$ cat config.mk
export PLATFORM = sky130hd
export DESIGN_NAME = return_coin_dispenser_flat
export DESIGN_NICKNAME = d
export VERILOG_FILES = /design/src/rtl/return_coin_dispenser_if.sv /design/src/rtl/return_coin_dispenser.sv /design/src/flat_wrapper.sv
export SDC_FILE = /design/constraint.sdc
export NUM_CORES = 1
export LEC_CHECK = 0
export CORE_MARGIN = 1.5
export CORE_UTILIZATION = 52
export CTS_BUF_LIST = sky130_fd_sc_hd__clkbuf_8
export DETAILED_ROUTE_END_ITERATION = 8
export PLACE_DENSITY = 0.8
export RECOVER_POWER = 100
export SLEW_MARGIN = 10
export SYNTH_ARGS = -nofsm -noshare
export SYNTH_HDL_FRONTEND = slang
export SYNTH_SLANG_ARGS = --single-unit
$ cat constraint.sdc
create_clock -name clk -period 4.9 [get_ports clk]
set_input_delay 0.98 -clock clk [delete_from_list [all_inputs] [get_ports clk]]
set_output_delay 0.98 -clock clk [all_outputs]
set_load 0.01 [all_outputs]
$ cat src/rtl/return_coin_dispenser_if.sv
// -----------------------------------------------------------------------------
// return_coin_dispenser_if
// Coin chute handshake between the change-return engine and the coin chute.
//   o_return_coin  : coin vector presented (bit2=1000, bit1=500, bit0=100)
//   o_return_valid : a coin is presented, held until accepted
//   i_coin_ready   : chute accepts the presented coin this cycle
// Modports: master = dispenser side, slave = chute side.
// -----------------------------------------------------------------------------
interface return_coin_dispenser_if #(
    parameter int NUM_COINS = 3
) ();
    logic [NUM_COINS-1:0] o_return_coin;
    logic                 o_return_valid;
    logic                 i_coin_ready;

    modport master (
        output o_return_coin,
        output o_return_valid,
        input  i_coin_ready
    );

    modport slave (
        input  o_return_coin,
        input  o_return_valid,
        output i_coin_ready
    );
endinterface

$ cat src/rtl/return_coin_dispenser.sv
// -----------------------------------------------------------------------------
// return_coin_dispenser
// Change-return engine: on a return request or timeout, captures the machine
// balance and pays it out greedily (largest coin first) over the chute
// handshake, accumulating the amount returned.
//
// Ports:
//   clk, reset_n        : clock, asynchronous active-low reset
//   i_trigger_return    : user return request
//   i_timeout           : wait-time expired
//   current_total       : machine balance, captured at session start
//   chute (master)      : o_return_coin / o_return_valid / i_coin_ready
//   o_return_total      : sum of coins accepted in current/last session
//   o_residue           : amount below 100 left undispensed
//   o_busy              : session in progress (PAY or FIN)
//   o_done              : one-cycle pulse at session end
//
// Build option: define RETURN_COIN_BURST_EN to present up to one coin of each
// denomination per beat instead of a single one-hot coin.
// -----------------------------------------------------------------------------
module return_coin_dispenser #(
    parameter int TOTAL_BITS = 31,
    parameter int NUM_COINS  = 3
) (
    input  logic                  clk,
    input  logic                  reset_n,
    input  logic                  i_trigger_return,
    input  logic                  i_timeout,
    input  logic [TOTAL_BITS-1:0] current_total,
    return_coin_dispenser_if.master chute,
    output logic [TOTAL_BITS-1:0] o_return_total,
    output logic [TOTAL_BITS-1:0] o_residue,
    output logic                  o_busy,
    output logic                  o_done
);

    localparam logic [TOTAL_BITS-1:0] C_1000 = TOTAL_BITS'(1000);
    localparam logic [TOTAL_BITS-1:0] C_500  = TOTAL_BITS'(500);
    localparam logic [TOTAL_BITS-1:0] C_100  = TOTAL_BITS'(100);

    typedef enum logic [1:0] {
        IDLE = 2'd0,
        PAY  = 2'd1,
        FIN  = 2'd2
    } state_t;

    state_t                r_state, w_state_nxt;
    logic [TOTAL_BITS-1:0] r_remaining, w_remaining_nxt;
    logic [TOTAL_BITS-1:0] r_return_total, w_return_total_nxt;
    logic [TOTAL_BITS-1:0] r_residue, w_residue_nxt;

    logic [NUM_COINS-1:0]  w_coin;
    logic [TOTAL_BITS-1:0] w_rem_after;
    logic [TOTAL_BITS-1:0] w_beat_value;
    logic                  w_valid;
    logic                  w_accept;

    // Coin selection from the registered remaining amount. w_rem_after is what
    // remains if the beat is accepted; the beat value is derived from it so
    // both build variants share the same accumulate/subtract path.
    always_comb begin
        w_coin      = '0;
        w_rem_after = r_remaining;
`ifdef RETURN_COIN_BURST_EN
        if (w_rem_after >= C_1000) begin
            w_coin[2]   = 1'b1;
            w_rem_after = w_rem_after - C_1000;
        end
        if (w_rem_after >= C_500) begin
            w_coin[1]   = 1'b1;
            w_rem_after = w_rem_after - C_500;
        end
        if (w_rem_after >= C_100) begin
            w_coin[0]   = 1'b1;
            w_rem_after = w_rem_after - C_100;
        end
`else
        if (r_remaining >= C_1000) begin
            w_coin[2]   = 1'b1;
            w_rem_after = r_remaining - C_1000;
        end else if (r_remaining >= C_500) begin
            w_coin[1]   = 1'b1;
            w_rem_after = r_remaining - C_500;
        end else if (r_remaining >= C_100) begin
            w_coin[0]   = 1'b1;
            w_rem_after = r_remaining - C_100;
        end
`endif
        w_beat_value = r_remaining - w_rem_after;
    end

    assign w_valid  = (r_state == PAY) && (r_remaining >= C_100);
    assign w_accept = w_valid && chute.i_coin_ready;

    assign chute.o_return_valid = w_valid;
    assign chute.o_return_coin  = w_valid ? w_coin : '0;

    always_comb begin
        w_state_nxt        = r_state;
        w_remaining_nxt    = r_remaining;
        w_return_total_nxt = r_return_total;
        w_residue_nxt      = r_residue;
        case (r_state)
            IDLE: begin
                if (i_trigger_return || i_timeout) begin
                    w_state_nxt        = PAY;
                    w_remaining_nxt    = current_total;
                    w_return_total_nxt = '0;
                    w_residue_nxt      = '0;
                end
            end
            PAY: begin
                // Leave PAY on the edge that accepts the last coin so the
                // session takes N coins + 1 cycle; a start balance below 100
                // has no coin to present and drops straight to FIN.
                if (!w_valid) begin
                    w_state_nxt   = FIN;
                    w_residue_nxt = r_remaining;
                end else if (w_accept) begin
                    w_remaining_nxt    = w_rem_after;
                    w_return_total_nxt = r_return_total + w_beat_value;
                    if (w_rem_after < C_100) begin
                        w_state_nxt   = FIN;
                        w_residue_nxt = w_rem_after;
                    end
                end
            end
            FIN:     w_state_nxt = IDLE;
            default: w_state_nxt = IDLE;
        endcase
    end

    always_ff @(posedge clk or negedge reset_n) begin
        if (!reset_n) begin
            r_state        <= IDLE;
            r_remaining    <= '0;
            r_return_total <= '0;
            r_residue      <= '0;
        end else begin
            r_state        <= w_state_nxt;
            r_remaining    <= w_remaining_nxt;
            r_return_total <= w_return_total_nxt;
            r_residue      <= w_residue_nxt;
        end
    end

    assign o_return_total = r_return_total;
    assign o_residue      = r_residue;
    assign o_busy         = (r_state != IDLE);
    assign o_done         = (r_state == FIN);

endmodule

$ cat src/flat_wrapper.sv
// flat-port wrapper written by rule: the top's interface ports become plain ports
module return_coin_dispenser_flat 
#(
    parameter int TOTAL_BITS = 31,
    parameter int NUM_COINS  = 3
)
  (clk, reset_n, i_trigger_return, i_timeout, current_total, o_return_total, o_residue, o_busy, o_done, chute_o_return_coin, chute_o_return_valid, chute_i_coin_ready);
  return_coin_dispenser_if #(.NUM_COINS(NUM_COINS)) chute_i ();
  input  logic clk;
  input  logic reset_n;
  input  logic i_trigger_return;
  input  logic i_timeout;
  input  logic [TOTAL_BITS-1:0] current_total;
  output logic [TOTAL_BITS-1:0] o_return_total;
  output logic [TOTAL_BITS-1:0] o_residue;
  output logic o_busy;
  output logic o_done;
  output wire logic [$bits(chute_i.o_return_coin)-1:0] chute_o_return_coin;
  output wire logic [$bits(chute_i.o_return_valid)-1:0] chute_o_return_valid;
  input wire logic [$bits(chute_i.i_coin_ready)-1:0] chute_i_coin_ready;
  assign chute_o_return_coin = chute_i.o_return_coin;
  assign chute_o_return_valid = chute_i.o_return_valid;
  assign chute_i.i_coin_ready = chute_i_coin_ready;
  return_coin_dispenser #(.TOTAL_BITS(TOTAL_BITS), .NUM_COINS(NUM_COINS)) u_core (.clk(clk), .reset_n(reset_n), .i_trigger_return(i_trigger_return), .i_timeout(i_timeout), .current_total(current_total), .chute(chute_i), .o_return_total(o_return_total), .o_residue(o_residue), .o_busy(o_busy), .o_done(o_done));
endmodule
==> impl_metrics.py, run 1 <==
metrics = {
    "critical_path": {
        "crit_buf_inv": 1,
        "cp.arrival_ns": 5.74,
        "critPathMaxStageDelay_ns": 0.64,
        "path_delay_family": "simple AND/OR/NAND/NOR gates",
        "start_kind": "register",
        "worstPathCellList": "or4_4, nor4_4, nand2_2, or3_4, buf_6, a21oi_2, o21ai_2, fa_1, ha_4, a21oi_1, a21boi_1, a311o_1, a21o_1, or4_4, nand3_4, nand3_2, a31oi_1, xnor2_1, o211ai_1, o31ai_1",
        "crit_required_ns": 5.18,
        "crit_path_top_delay_cell": "fa_1",
        "crit_fanout": 5,
        "endpoint_kind": "register",
        "cpMostUsedCell": "or4_4",
        "setup.worst_path.class": "register to register",
    },
    "clocking": {
        "clk_path_buf_depth": 2,
        "h-tree-depth": 3,
        "clk_latency_ns": 0.42,
        "cts_tree": "yes",
        "holdBufCountCts": 0,
        "clk_pin_slew_ns": 0.12,
        "cts_sinks": 95,
        "root_buffer": "clkbuf_8",
        "cts_made_buffers": 9,
    },
    "drt": {
        "drt_first_pass_iters": 6,
        "vias": 8274,
        "drc": 0,
        "drtAntennaViolNets": 0,
        "vias_per_cell": 6.24,
        "drt-wirelength-per-cell_um": 21.1,
        "drt-total-wl_um": 28000,
        "drt_first_iter_violations": 788,
    },
    "run_status": {
        "violations": "capacitance limit, slew limit, setup timing",
        "status": "finished, violations left",
    },
    "floorplanning": {
        "top_level_ports": 104,
        "fp.coreArea_um2": 13800,
        "die_w_um": 122,
        "die_area_um2": 14800,
        "start_util": 0.530,
        "die_y_um": 122,
        "rows": 43,
    },
    "sta": {
        "slew_headroom": -1.18,
        "whs_ns": 0.513,
        "finalHoldViolCount": 0,
        "tns_ns": -5.86,
        "fmax_mhz": 183,
        "rsz0062_at_grt": "true",
        "final_max_slew_viol_count": 58,
        "fin_crit_sh": 1.11,
        "tightest_slew_ns": 3.27,
        "finalCriticalPeriod_ns": 5.45,
        "setup_slack_ns": -0.552,
        "fin_skew_ns": 0.0156,
        "finalSetupViolCount": 17,
    },
    "synth": {
        "avgSynthCellArea_um2": 8.78,
        "syn-instance-count": 835,
        "synth_seq_cells": 95,
        "ys_types": 80,
        "synth_flop_cell": "dfrtp_1",
        "netlist_area_um2": 7330,
        "async_reset_ff_frac": 1.00,
        "synth_edf_count": 0,
        "syn-num-nets": 938,
        "ys_seq_area_frac": 0.324,
        "yosys_warnings": 0,
    },
    "global_routing": {
        "grt_use_total": 0.367,
        "grt_max_degree": 59,
        "grt_antenna_before_repair": 0,
        "grt_pass1_wl_um": 41600,
        "grt_pass1_vias": 7957,
        "overflow": 0,
    },
    "placement": {
        "placed_area_um2": 10100,
        "dp_hpwl_um": 19000,
        "numPortBuffers": 103,
        "gp_congestion": 0.970,
        "dp_cells": 1283,
    },
    "finish": {
        "fin_cells": 1327,
        "synthToLayoutAreaGrowth_pct": 50.8,
        "num_antenna_cells": 0,
        "final_common_cell": "buf_4",
        "fin_nets": 1245,
        "finalInstanceArea_um2": 11100,
        "drive_gt1_frac": 0.318,
        "fill_cells": 861,
        "final_cell_mix": "buf_4 (221), dfrtp_1 (94), nand2_1 (81)",
    },
    "job": {
        "cap_violations": 1,
    },
    "hold_path": {
        "hp-class": "register to register",
    },
}
cells by family after synthesis:
logic type | count (synthesis) | synth area share
and+or+nand+nor | 314 | 0.216
DFF | 95 | 0.324
adders and majority gates | 67 | 0.143
xor gates and xnor gates | 50 | 0.0597
muxes | 7 | 0.0130
buffers and inverters | 61 | 0.0338
AOI/OAI and AO/OA | 241 | 0.211
worst register-to-register path, stage by stage (launching register included):
cell and delay [ns]:
dfrtp_1 0.42, or4_4 0.58, nor4_4 0.33, nand2_2 0.18, or3_4 0.46, buf_6 0.15
a21oi_2 0.11, o21ai_2 0.10, fa_1 0.64, ha_4 0.24, a21oi_1 0.21, a21boi_1 0.13
a311o_1 0.33, a21o_1 0.19, or4_4 0.46, nand3_4 0.10, nand3_2 0.06, a31oi_1 0.19
xnor2_1 0.12, o211ai_1 0.22, o31ai_1 0.11
per-stage QoR:
| stage | util | setup WS [ns] |
|---|---|---|
| 3_5_place_dp | 0.732 | -0.672 |
| 2_1_floorplan | - | -0.308 |
| 3_3_place_gp | 0.732 | -0.438 |
| 4_1_cts | 0.772 | -0.530 |
| 6_report | 0.800 | -0.552 |
| 5_1_grt | 0.800 | -0.740 |
synthesized netlist by cell type (3+ instances only):
cell type	instances	area (µm²)
a211oi_1	8	60.1
or2_2	9	56.3
nor2b_1	3	18.8
o22ai_1	5	31.3
a21boi_0	3	22.5
o31a_1	3	26.3
o41ai_1	3	26.3
and2_1	5	31.3
nand4_1	9	56.3
a21o_1	14	105
nand2b_1	6	37.5
nand2_1	83	312
o21a_1	7	52.6
nor4_1	8	50.1
a211o_1	3	26.3
nor2_1	67	251
mux2_4	5	75.1
nor3_1	21	105
o211ai_1	15	113
nand3_1	44	220
ha_1	39	488
o31ai_1	7	52.6
dfrtp_1	95	2380
a31oi_1	6	37.5
buf_2	3	15.0
a21oi_1	60	300
clkbuf_1	34	128
o21bai_1	5	37.5
o21ai_0	71	355
and3_1	30	188
xor2_1	22	193
inv_1	20	75.1
or4_1	6	45.0
or3_1	6	37.5
xnor2_1	28	245
fa_1	28	561
timing repair:
item                       4_1_cts  5_1_grt
resized for setup               50       61
setup endpoints to repair       17       53
pin swaps                       45       35
buffers inserted                18       10
hold endpoints to repair         0        0
cell type report:
| type | count | area (µm²) | share of cell area |
|---|---|---|---|
| clock buffers | 9 | 124 | 0.0112 |
| clock inverters | 7 | 83.8 | 0.00758 |
| inverters | 20 | 75.1 | 0.00679 |
| multi-input cells | 679 | 5340 | 0.483 |
| flip-flops and latches | 95 | 2380 | 0.215 |
| well taps | 180 | 225 | 0.0204 |
| repair buffers | 337 | 2830 | 0.256 |
worst paths after layout:
| path | start | end | slack (ns) | depth (start not counted) |
|---|---|---|---|---|
| max reg2reg | u_core.r_remaining[13] | u_core.o_return_total[30] | -0.55 | 20 |
| min | u_core.o_residue[20] | u_core.o_residue[20] | 0.51 | 1 |
| min reg2reg | u_core.o_residue[20] | u_core.o_residue[20] | 0.51 | 1 |
| max in group asynchronous | reset_n | u_core.o_residue[28] | 1.02 | 2 |
| max | u_core.r_remaining[13] | u_core.o_return_total[30] | -0.55 | 20 |
| min in group asynchronous | reset_n | u_core.o_return_total[0] | 1.63 | 1 |
metal layers:
metal / routed length, µm / vias up / part of all wire / GRT usage
met5: 0 / - / 0 / 0
met4: 1520 / 0 / 0.054 / 0.183
met3: 2660 / 131 / 0.095 / 0.0632
met2: 12900 / 525 / 0.46 / 0.579
met1: 10900 / 3960 / 0.39 / 0.490
li1: - / 3658 / - / -
sequential cells by signal, indices dropped and copies added, names as in the netlist:
signal and cells:
u_core.o_return_total 31, u_core.r_remaining 31, u_core.o_residue 31, u_core.r_state 2
Power of run 1 is not shown: default switching activity piles up to over one toggle a cycle in this logic, so the estimate is an artifact.
==> run 2: changes to the inputs <==
--- a/config.mk
+++ b/config.mk
@@ -11,6 +11,7 @@
 export DETAILED_ROUTE_END_ITERATION = 8
 export PLACE_DENSITY = 0.8
 export RECOVER_POWER = 100
+export SKIP_LAST_GASP = 1
 export SLEW_MARGIN = 10
 export SYNTH_ARGS = -nofsm -noshare
 export SYNTH_HDL_FRONTEND = slang
==> impl_metrics.py, run 2 (same netlist as run 1, synthesis figures left out) <==
metrics = {
    "run_status": {
        "status": "finished, violations left",
        "violations": "capacitance limit, slew limit, setup timing",
    },
    "finish": {
        "synthToLayoutAreaGrowth_pct": 51.3,
        "final_cell_mix": "buf_4 (227), dfrtp_1 (94), nand2_1 (81)",
        "num_antenna_cells": 0,
        "fin_cells": 1331,
        "fin_nets": 1249,
        "drive_gt1_frac": 0.321,
        "final_common_cell": "buf_4",
    },
    "drt": {
        "drc": 0,
        "vias": 8233,
        "drtAntennaViolNets": 0,
        "drt-total-wl_um": 28200,
        "drt_first_iter_violations": 817,
        "drt-wirelength-per-cell_um": 21.2,
        "drt_first_pass_iters": 6,
        "vias_per_cell": 6.19,
    },
    "global_routing": {
        "grt_antenna_before_repair": 0,
        "grt_pass1_wl_um": 41400,
        "grt_use_total": 0.366,
        "grt_pass1_vias": 7983,
        "overflow": 0,
        "grt_max_degree": 59,
    },
    "placement": {
        "gp_congestion": 0.970,
        "dp_hpwl_um": 19000,
        "numPortBuffers": 103,
        "dp_cells": 1283,
    },
    "sta": {
        "fmax_mhz": 180,
        "tightest_slew_ns": 3.32,
        "rsz0062_at_grt": "true",
        "setup_slack_ns": -0.646,
        "finalHoldViolCount": 0,
        "finalSetupViolCount": 18,
        "final_max_slew_viol_count": 58,
        "finalCriticalPeriod_ns": 5.55,
        "fin_skew_ns": 0.0194,
        "whs_ns": 0.513,
        "slew_headroom": -1.21,
        "fin_crit_sh": 1.13,
    },
    "floorplanning": {
        "top_level_ports": 104,
        "die_w_um": 122,
        "rows": 43,
        "start_util": 0.530,
        "die_area_um2": 14800,
        "fp.coreArea_um2": 13800,
        "die_y_um": 122,
    },
    "critical_path": {
        "start_kind": "register",
        "crit_fanout": 5,
        "endpoint_kind": "register",
        "cp.arrival_ns": 5.81,
        "crit_required_ns": 5.17,
        "setup.worst_path.class": "register to register",
    },
    "clocking": {
        "holdBufCountCts": 0,
        "clk_latency_ns": 0.42,
        "root_buffer": "clkbuf_8",
        "clk_pin_slew_ns": 0.11,
        "cts_tree": "yes",
        "clk_path_buf_depth": 2,
        "h-tree-depth": 3,
        "cts_sinks": 95,
        "cts_made_buffers": 9,
    },
    "hold_path": {
        "hp-class": "register to register",
    },
    "job": {
        "cap_violations": 1,
    },
}
[run 2: critical path, stage by stage, from the launching register on]
cell and delay [ns]:
dfrtp_1 0.46, or4_4 0.54, nor4_4 0.34, nand2_2 0.18
buf_4 0.18, buf_4 0.13, o21ai_2 0.28, nand2_1 0.12
xnor2_1 0.32, fa_1 0.49, ha_1 0.36, a21oi_1 0.26
o221ai_2 0.19, a21o_1 0.25, a21oi_2 0.19, o21ai_2 0.10
o2111a_2 0.30, or3_1 0.32, a21oi_2 0.15, xor2_1 0.16
o21ai_1 0.08
[run 2: final timing paths]
check	startpoint	endpoint	slack [ns]	cells past startpoint
max in group asynchronous	reset_n	u_core.o_residue[28]	0.98	2
min in group asynchronous	reset_n	u_core.o_return_total[0]	1.65	1
max	u_core.r_remaining[12]	u_core.o_return_total[23]	-0.65	20
min	u_core.o_residue[20]	u_core.o_residue[20]	0.51	1
min reg2reg	u_core.o_residue[20]	u_core.o_residue[20]	0.51	1
max reg2reg	u_core.r_remaining[12]	u_core.o_return_total[23]	-0.65	20
[run 2: area by class of cell]
class | count | area [µm²]
well taps | 180 | 225
flip-flops and latches | 95 | 2380
inverters | 20 | 75.1
multi-input cells | 679 | 5360
clock inverters | 7 | 83.8
clock buffers | 9 | 124
repair buffers | 341 | 2850
fillers | 854 | 2730
[run 2: repair_timing]
action,4_1_cts,5_1_grt
resized for setup,44,69
endpoints found under the setup margin,17,52
setup buffers,18,18
pin swaps,44,65
[run 2: per-stage QoR]
step	setup WS (ns)	TNS (ns)	utilization	instance area, µm²
finish	-0.646	-6.69	0.803	11100
global route	-0.746	-8.87	0.803	11100
CTS	-0.530	-4.93	0.771	10700
detailed placement	-0.672	-6.38	0.732	10100
global placement	-0.438	-4.16	0.732	10100
floorplan	-0.308	-1.14	-	7490
[run 2: layer usage]
metal,part of all wire,global-route usage,routed length (µm),up-vias
li1,-,-,-,3661
met1,0.39,0.485,10900,3914
met2,0.46,0.573,12900,527
met3,0.097,0.0684,2730,131
met4,0.056,0.188,1570,0
met5,0,0,0,-
Power of run 2 is left out for the same reason.
